==> src/rtl/mem_loader_pkg.sv <==
`default_nettype none
// ============================================================================
// Module      : mem_loader_pkg
// Description : Shared constants for the host-command memory loader: command
//               bytes, FSM state encodings and default widths.
// Revision    : 1.0 - initial release
// ============================================================================
package mem_loader_pkg;

    localparam int ADDR_W_DEF = 16;
    localparam int DATA_W_DEF = 8;

    localparam logic [7:0] CMD_WRITE = 8'h57;
    localparam logic [7:0] CMD_READ  = 8'h52;

    typedef logic [3:0] state_t;

    localparam state_t S_IDLE  = 4'd0;
    localparam state_t S_AHI   = 4'd1;
    localparam state_t S_ALO   = 4'd2;
    localparam state_t S_LEN   = 4'd3;
    localparam state_t S_WDATA = 4'd4;
    localparam state_t S_RREQ  = 4'd5;
    localparam state_t S_RWAIT = 4'd6;
    localparam state_t S_RSEND = 4'd7;
    localparam state_t S_CSUM  = 4'd8;

    // States in which a host byte may be consumed (CSUM is handled separately).
    function automatic logic is_rx_state(input state_t s);
        return (s == S_IDLE) || (s == S_AHI) || (s == S_ALO) ||
               (s == S_LEN)  || (s == S_WDATA);
    endfunction

endpackage
`default_nettype wire

==> src/rtl/mem_loader.sv <==
`default_nettype none
// ============================================================================
// Module      : mem_loader
// Description : Decodes a host byte stream (CMD, ADDR_HI, ADDR_LO, LEN, data)
//               into writes to, or reads from, a synchronous memory port.
//               Optional trailing checksum byte enabled by MEM_LOADER_CSUM_EN.
// Revision    : 1.0 - initial release
// ============================================================================
module mem_loader
    import mem_loader_pkg::*;
#(
    parameter int ADDR_W = ADDR_W_DEF,
    parameter int DATA_W = DATA_W_DEF
) (
    input  logic              CLK,
    input  logic              RST,
    input  logic [DATA_W-1:0] RxData,
    input  logic              RxValid,
    output logic              RxReady,
    output logic [DATA_W-1:0] TxData,
    output logic              TxValid,
    input  logic              TxReady,
    output logic              MemWE,
    output logic [ADDR_W-1:0] MemAddress,
    output logic [DATA_W-1:0] MemDataIn,
    input  logic [DATA_W-1:0] MemDataOut,
    output logic              Busy,
    output logic              Error
);

    localparam logic [ADDR_W-1:0] c_addr_one = ADDR_W'(1);

    state_t            r_state;
    logic              r_rx_en;
    logic              r_is_read;
    logic [7:0]        r_addr_hi;
    logic [ADDR_W-1:0] r_addr;
    logic [8:0]        r_count;
    logic [ADDR_W-1:0] r_mem_addr;
    logic [DATA_W-1:0] r_mem_din;
    logic              r_mem_we;
    logic [DATA_W-1:0] r_tx_data;
    logic              r_tx_valid;
    logic              r_busy;
    logic              r_error;
`ifdef MEM_LOADER_CSUM_EN
    logic [DATA_W-1:0] r_sum;
`endif

    logic w_rx_ready;
    logic w_rx_fire;
    logic w_tx_fire;
    logic w_last;

    // r_rx_en keeps RxReady low for the reset cycle and the one after it.
    always_comb begin
        w_rx_ready = r_rx_en && is_rx_state(r_state);
`ifdef MEM_LOADER_CSUM_EN
        if (r_rx_en && (r_state == S_CSUM) && !r_is_read) begin
            w_rx_ready = 1'b1;
        end
`endif
    end

    assign w_rx_fire = RxValid && w_rx_ready;
    assign w_tx_fire = r_tx_valid && TxReady;
    assign w_last    = (r_count == 9'd1);

    always_ff @(posedge CLK) begin
        if (RST) begin
            r_state    <= S_IDLE;
            r_rx_en    <= 1'b0;
            r_is_read  <= 1'b0;
            r_addr_hi  <= '0;
            r_addr     <= '0;
            r_count    <= '0;
            r_mem_addr <= '0;
            r_mem_din  <= '0;
            r_mem_we   <= 1'b0;
            r_tx_data  <= '0;
            r_tx_valid <= 1'b0;
            r_busy     <= 1'b0;
            r_error    <= 1'b0;
`ifdef MEM_LOADER_CSUM_EN
            r_sum      <= '0;
`endif
        end else begin
            r_rx_en  <= 1'b1;
            r_mem_we <= 1'b0;
            r_error  <= 1'b0;

            case (r_state)
                S_IDLE: begin
                    if (w_rx_fire) begin
                        if ((RxData == CMD_WRITE) || (RxData == CMD_READ)) begin
                            r_is_read <= (RxData == CMD_READ);
                            r_busy    <= 1'b1;
                            r_state   <= S_AHI;
                        end else begin
                            r_error <= 1'b1;
                        end
                    end
                end

                S_AHI: begin
                    if (w_rx_fire) begin
                        r_addr_hi <= RxData;
                        r_state   <= S_ALO;
                    end
                end

                S_ALO: begin
                    if (w_rx_fire) begin
                        r_addr  <= ADDR_W'({r_addr_hi, RxData});
                        r_state <= S_LEN;
                    end
                end

                S_LEN: begin
                    if (w_rx_fire) begin
                        r_count <= (RxData == '0) ? 9'd256 : {1'b0, RxData};
`ifdef MEM_LOADER_CSUM_EN
                        r_sum   <= '0;
`endif
                        if (r_is_read) begin
                            r_mem_addr <= r_addr;
                            r_state    <= S_RREQ;
                        end else begin
                            r_state <= S_WDATA;
                        end
                    end
                end

                S_WDATA: begin
                    if (w_rx_fire) begin
                        r_mem_we   <= 1'b1;
                        r_mem_addr <= r_addr;
                        r_mem_din  <= RxData;
                        r_addr     <= r_addr + c_addr_one;
                        r_count    <= r_count - 9'd1;
`ifdef MEM_LOADER_CSUM_EN
                        r_sum      <= r_sum + RxData;
                        if (w_last) begin
                            r_state <= S_CSUM;
                        end
`else
                        if (w_last) begin
                            r_busy  <= 1'b0;
                            r_state <= S_IDLE;
                        end
`endif
                    end
                end

                S_RREQ: begin
                    r_state <= S_RWAIT;
                end

                S_RWAIT: begin
                    r_tx_data  <= MemDataOut;
                    r_tx_valid <= 1'b1;
`ifdef MEM_LOADER_CSUM_EN
                    r_sum      <= r_sum + MemDataOut;
`endif
                    r_state    <= S_RSEND;
                end

                S_RSEND: begin
                    if (w_tx_fire) begin
                        r_addr  <= r_addr + c_addr_one;
                        r_count <= r_count - 9'd1;
                        if (w_last) begin
`ifdef MEM_LOADER_CSUM_EN
                            // TxValid stays up; the sum goes out as one more byte.
                            r_tx_data <= r_sum;
                            r_state   <= S_CSUM;
`else
                            r_tx_valid <= 1'b0;
                            r_busy     <= 1'b0;
                            r_state    <= S_IDLE;
`endif
                        end else begin
                            r_tx_valid <= 1'b0;
                            r_mem_addr <= r_addr + c_addr_one;
                            r_state    <= S_RREQ;
                        end
                    end
                end

`ifdef MEM_LOADER_CSUM_EN
                S_CSUM: begin
                    if (r_is_read) begin
                        if (w_tx_fire) begin
                            r_tx_valid <= 1'b0;
                            r_busy     <= 1'b0;
                            r_state    <= S_IDLE;
                        end
                    end else if (w_rx_fire) begin
                        r_error <= (RxData != r_sum);
                        r_busy  <= 1'b0;
                        r_state <= S_IDLE;
                    end
                end
`endif

                default: begin
                    r_state <= S_IDLE;
                end
            endcase
        end
    end

    assign RxReady    = w_rx_ready;
    assign TxData     = r_tx_data;
    assign TxValid    = r_tx_valid;
    assign MemWE      = r_mem_we;
    assign MemAddress = r_mem_addr;
    assign MemDataIn  = r_mem_din;
    assign Busy       = r_busy;
    assign Error      = r_error;

endmodule
`default_nettype wire
==> config.mk <==
export PLATFORM = sky130hd
export DESIGN_NAME = mem_loader
export DESIGN_NICKNAME = d
export VERILOG_FILES = /design/src/rtl/mem_loader_pkg.sv /design/src/rtl/mem_loader.sv
export SDC_FILE = /design/constraint.sdc
export NUM_CORES = 1
export LEC_CHECK = 0
export CAP_MARGIN = 20
export CORE_ASPECT_RATIO = 1.1
export CORE_UTILIZATION = 40
export CTS_CLUSTER_DIAMETER = 120
export CTS_CLUSTER_SIZE = 40
export DETAILED_ROUTE_END_ITERATION = 16
export GPL_TIMING_DRIVEN = 0
export PLACE_DENSITY = 0.71
export SYNTH_ARGS = -nofsm -noshare
export SYNTH_HDL_FRONTEND = slang
export SYNTH_SLANG_ARGS = --single-unit
==> constraint.sdc <==
create_clock -name CLK -period 4.94 [get_ports CLK]
set_input_delay 0.494 -clock CLK [delete_from_list [all_inputs] [get_ports CLK]]
set_output_delay 0.494 -clock CLK [all_outputs]
set_load 0.02 [all_outputs]
; Word level (Yosys, flattened, before mapping)
; Cells that the tools add are included.
[classes]
n_addsub = 2
n_eq_ne = 20
mux = 37
bitwise_logic = 3
reduce_logical = 25
[op_table]
columns = cell, n
row1 = 16-bit 2-to-1 mux, 8
row2 = 16-bit case mux with 3 select lines, 2
row3 = 9-bit 2-to-1 mux, 4
row4 = 4-bit 2-to-1 mux, 8
row5 = 4-bit case mux with 8 select lines, 1
row6 = 9-bit case mux with 3 select lines, 1
row7 = "2-bit != test, second input constant", 9
row8 = "16-bit by 1-bit adder with 16-bit output, second input constant", 1
row9 = "4-bit by 3-bit equality test with 1-bit output, second input constant", 4
row10 = "8-bit by 7-bit equality test with 1-bit output, second input constant", 2
row11 = 1-bit 2-to-1 mux, 10
row12 = "9-bit by 1-bit equality test with 1-bit output, second input constant", 1
row13 = 3-bit nonzero test, 3
row14 = "9-bit by 1-bit subtractor with 9-bit output, second input constant", 1
row15 = "4-bit by 2-bit equality test with 1-bit output, second input constant", 2
row16 = 8-bit logical NOT, 1
row17 = 4-bit AND reduction, 2
row18 = 8-bit AND reduction, 1
row19 = 2-bit AND reduction, 3
row20 = 6-bit AND reduction, 1
row21 = 1-bit logical OR, 5
row22 = 5-bit AND reduction, 1
row23 = "4-bit by 1-bit equality test with 1-bit output, second input constant", 1
row24 = 4-bit logical NOT, 1
row25 = other kinds (10), 14
[word_totals]
reg_bits = 75
in_bits = 20
output_inout_bits = 37
word_cells = 100

; Longest topological paths before layout
[logic_depth]
ltp_word = 9
mapped_depth = 8
mapped_depth_nobuf = 7

; Least setup slack after synthesis
; OpenSTA, ideal clock, no wires.
[synth_path]
path_type = flip-flop to flip-flop
start = register r_count[0]
end = register r_mem_addr[13], in the netlist MemAddress[13]
setup_ns = 0.086
t_arrival_ns = 1.826
required_time_ns = 4.854
slack_ns = 3.028
path_stages_with_launch = 7
path_buffers = 1
period_less_slack_ns = 1.912
cell_sequence = dfxtp_1 > ha_1 > or4b_2 > nor2_1 > a22oi_1 > clkbuf_1 > a211oi_1
[synth_between]
elab_chain_cells = 3
[synth_lines]
columns = element, line
row1 = start: declaration, mem_loader.sv:38  ; logic [8:0] r_count;
row2 = start signal: assignment, mem_loader.sv:121  ; r_count <= (RxData == '0) ? 9'd256 : {1'b0, RxData};
row3 = start signal: assignment, mem_loader.sv:140  ; r_count <= r_count - 9'd1;
row4 = start signal: assignment, mem_loader.sv:171  ; r_count <= r_count - 9'd1;
row5 = 9-bit by 1-bit equality test with 1-bit output, mem_loader.sv:67  ; assign w_last = (r_count == 9'd1);
row6 = 2-bit != test (no line), n/a
row7 = 6-bit AND reduction (no line), n/a
row8 = end signal: assignment, mem_loader.sv:126  ; r_mem_addr <= r_addr;
row9 = end signal: assignment, mem_loader.sv:137  ; r_mem_addr <= r_addr;
row10 = end signal: assignment, mem_loader.sv:184  ; r_mem_addr <= r_addr + c_addr_one;
row11 = end: declaration, mem_loader.sv:39  ; logic [ADDR_W-1:0] r_mem_addr;
; Every way passes these cells.
; A chain may end at the register's enable or synchronous reset.

; Final worst setup path
[layout_path]
start = input port RxValid
end = register r_addr[7]
[layout_between]
elab_chain_cells = 3
elab_cells_between_ends = 4
cone_classes = eq/ne (2) / reduce/logical (2)
[layout_lines]
columns = element, line
row1 = start: declaration, mem_loader.sv:18  ; input logic RxValid,
row2 = 1-bit logical AND *, mem_loader.sv:65  ; assign w_rx_fire = RxValid && w_rx_ready;
row3 = 2-bit != test (no line), n/a
row4 = 4-bit AND reduction (no line) *, n/a
row5 = end signal: assignment, mem_loader.sv:114  ; r_addr <= ADDR_W'({r_addr_hi, RxData});
row6 = end signal: assignment, mem_loader.sv:139  ; r_addr <= r_addr + c_addr_one;
row7 = end signal: assignment, mem_loader.sv:170  ; r_addr <= r_addr + c_addr_one;
row8 = end: declaration, mem_loader.sv:37  ; logic [ADDR_W-1:0] r_addr;
; Every way passes the cells marked *; elsewhere a longest branch is shown, timed or not.

==> flow_summary.toml <==
[worst_setup_path]
worst_setup_path_start_kind = "input pin"
path_max_fanout = 10
critPathArrivalTime_ns = 2.92
cp.required_ns = 5.21
path_class = "in2reg"
regToRegSetupSlack_ns = 2.57
worst_setup_path_end_kind = "flop"

[final_layout]
nets = 568
areaGrowthSynthToFinish_pct = 24.9
n_fill_cell = 882
final_cell_count_no_fill = 664
drive_above_1_share = 0.0491
insertedDiodeCount = 0

[place]
port_buffers = 55
dp_hpwl_mm = 7.59
dp_slack_ns = 2.03
place_congestion = 0.950
dp.cells = 648

[power_and_ir_drop]
ir_drop_mv = 0.150
p_leak_nw = 1.41
p_total_mw = 1.17
cellPowerDensity_nw_per_um2 = 255

[sta]
hold_viol_final = 0
setup_slack_ns = 2.29
rsz0062_at_grt = "no"
setup_violations = 0
fin_skew_ns = 0.0115
max_freq_mhz = 378
drv_slew = 0
tightest_slew_ns = 0.797
post-route-min-period_ns = 2.65
fin_setup_tns_ns = 0
finalCritPeriodShare = 0.536
relSlewSlack = 0.467
whs_ns = 0.457

[routing]
wirelength_mm = 10.6
drc = 0
drt_iter0_drc = 286
viasPerCell = 5.75
antenna_left = 0
dr.pass1.iters = 6
wl_per_cell_um = 16.0
num_vias = 3815

[clock_tree]
cts_root_buf = "clkbuf_8"
ctsResizeCount = 0
clk_path_buf_depth = 2
path_clk_slew_ns = 0.08
cts_htree_levels = 3
cts_tree = "built"
clock_sinks = 74
post_cts_buffers = 0
numCtsBuffers = 9
worstSkewPairLatency_ns = 0.35
holdBufCountCts = 0

[global_routing]
grt_use_total = 0.232
grt_overflow = 0
grt_pass1_wl_mm = 17.1
antenna_found_initial = 0
grt_start_max_net_pins = 14
grt_pass1_vias = 3493

[die]
fp.dieW_um = 93.5
io_pins = 57
initial_core_util = 0.413
die_h_um = 103
core_area_um2 = 8920
die_area_um2 = 9600
rows = 36

[min_path]
min_path_type = "reg2reg"

[synthesis]
yosys-top-cells-count = "dfxtp_1, nand2_1, nor2_1"
ys_seq_area_frac = 0.402
syn_inst = 478
syn_nets = 501
synth_most_common_cell = "dfxtp_1"
syn-cell-area_um2 = 3680
syn_avg_cell_area_um2 = 7.71
yosysTopAreaCell = "dfxtp_1"
synth_cell_types = 47
async_flop_share = 0
synth-edff-count = 0
synth_warnings = 0
synth_top_area_frac = 0.402
synth_seq_cells = 74
ys_top_cells_by_area = "dfxtp_1, a21oi_1, nand2_1"
ys.flop_type = "dfxtp_1"

[job]
max_cap_violations = 0

[outcome]
status = "completed"
## cells in the final DEF (no fill, tap or decap), types with 8 or more instances in the layout
| cell | count |
|---|---|
| dfxtp_1 | 74 |
| nand2_1 | 59 |
| clkdlybuf4s50_1 | 55 |
| nor2_1 | 53 |
| a21oi_1 | 52 |
| o21ai_0 | 30 |
| clkbuf_1 | 29 |
| nand3_1 | 21 |
| nor3_1 | 18 |
| xnor2_1 | 14 |
| a211oi_1 | 14 |
| and2_1 | 11 |
| nor4_1 | 9 |
| clkbuf_8 | 9 |
| a21o_1 | 8 |
| mux2i_1 | 8 |
## final cells by class
class / instances / area [um^2] / area share
Buffer: 33 / 128 / 0.0277
Clock buffer: 10 / 128 / 0.0277
Clock inverter: 6 / 90.1 / 0.0196
Inverter: 6 / 22.5 / 0.00489
Multi-Input combinational cell: 365 / 2050 / 0.446
Sequential cell: 74 / 1480 / 0.322
Tap cell: 114 / 143 / 0.0310
Timing Repair Buffer: 56 / 558 / 0.121
## power by group
group | total, mW | switching, mW | internal, mW
Sequential | 0.597 | 0.000649 | 0.597
Combinational | 0.0481 | 0.0291 | 0.0190
Clock | 0.526 | 0.240 | 0.287
## registers in the layout, indices dropped and copies added (netlist names)
name	cells
TxData	8
r_addr	16
r_count	9
TxValid	1
MemAddress	16
Error	1
MemWE	1
r_rx_en	1
r_addr_hi	8
Busy	1
r_state	3
r_is_read	1
MemDataIn	8
## worst max-delay path, cell delays in order
cell and delay (ns):
clkdlybuf4s50_1 0.51, nand2_1 0.19, o32ai_1 0.76, buf_4 0.27, clkbuf_1 0.35, o21ai_0 0.19
a21oi_1 0.16
## metal layers
layer  global-route usage  vias up  wire (um)
met5                    0        -          0
met4                0.127        0        363
met3               0.0361       31        804
met2                0.374      199       4850
met1                0.299     1750       4600
li1                     -     1835          -
## cells by family (layout without fill, tap and decap cells)
logic type | Yosys count | count (layout) | share of synthesized area
buffers and inverters | 39 | 111 | 0.0408
and+or+nand+nor | 210 | 210 | 0.279
adders and majority gates | 3 | 3 | 0.0102
xor gates and xnor gates | 18 | 18 | 0.0428
muxes | 8 | 8 | 0.0217
DFF | 74 | 74 | 0.402
AOI/OAI and AO/OA | 126 | 126 | 0.204
## final timing paths
| path | start | to | cells past startpoint |
|---|---|---|---|
| setup / recovery | RxValid | r_addr[7]$_SDFFE_PP0P_ | 7 |
| setup reg to reg | r_rx_en$_DFF_P_ | r_addr[7]$_SDFFE_PP0P_ | 6 |
| hold / removal | TxData[5]$_SDFFE_PP0P_ | TxData[5]$_SDFFE_PP0P_ | 2 |
| hold reg to reg | TxData[5]$_SDFFE_PP0P_ | TxData[5]$_SDFFE_PP0P_ | 2 |
## metrics by stage
stage	instance area [um^2]	util
floorplan	3680	-
finish	4600	0.516
global placement	4380	0.491
detailed placement	4380	0.492
global route	4600	0.516
CTS	4600	0.516
No activity file was read; power rests on OpenSTA's default activity.
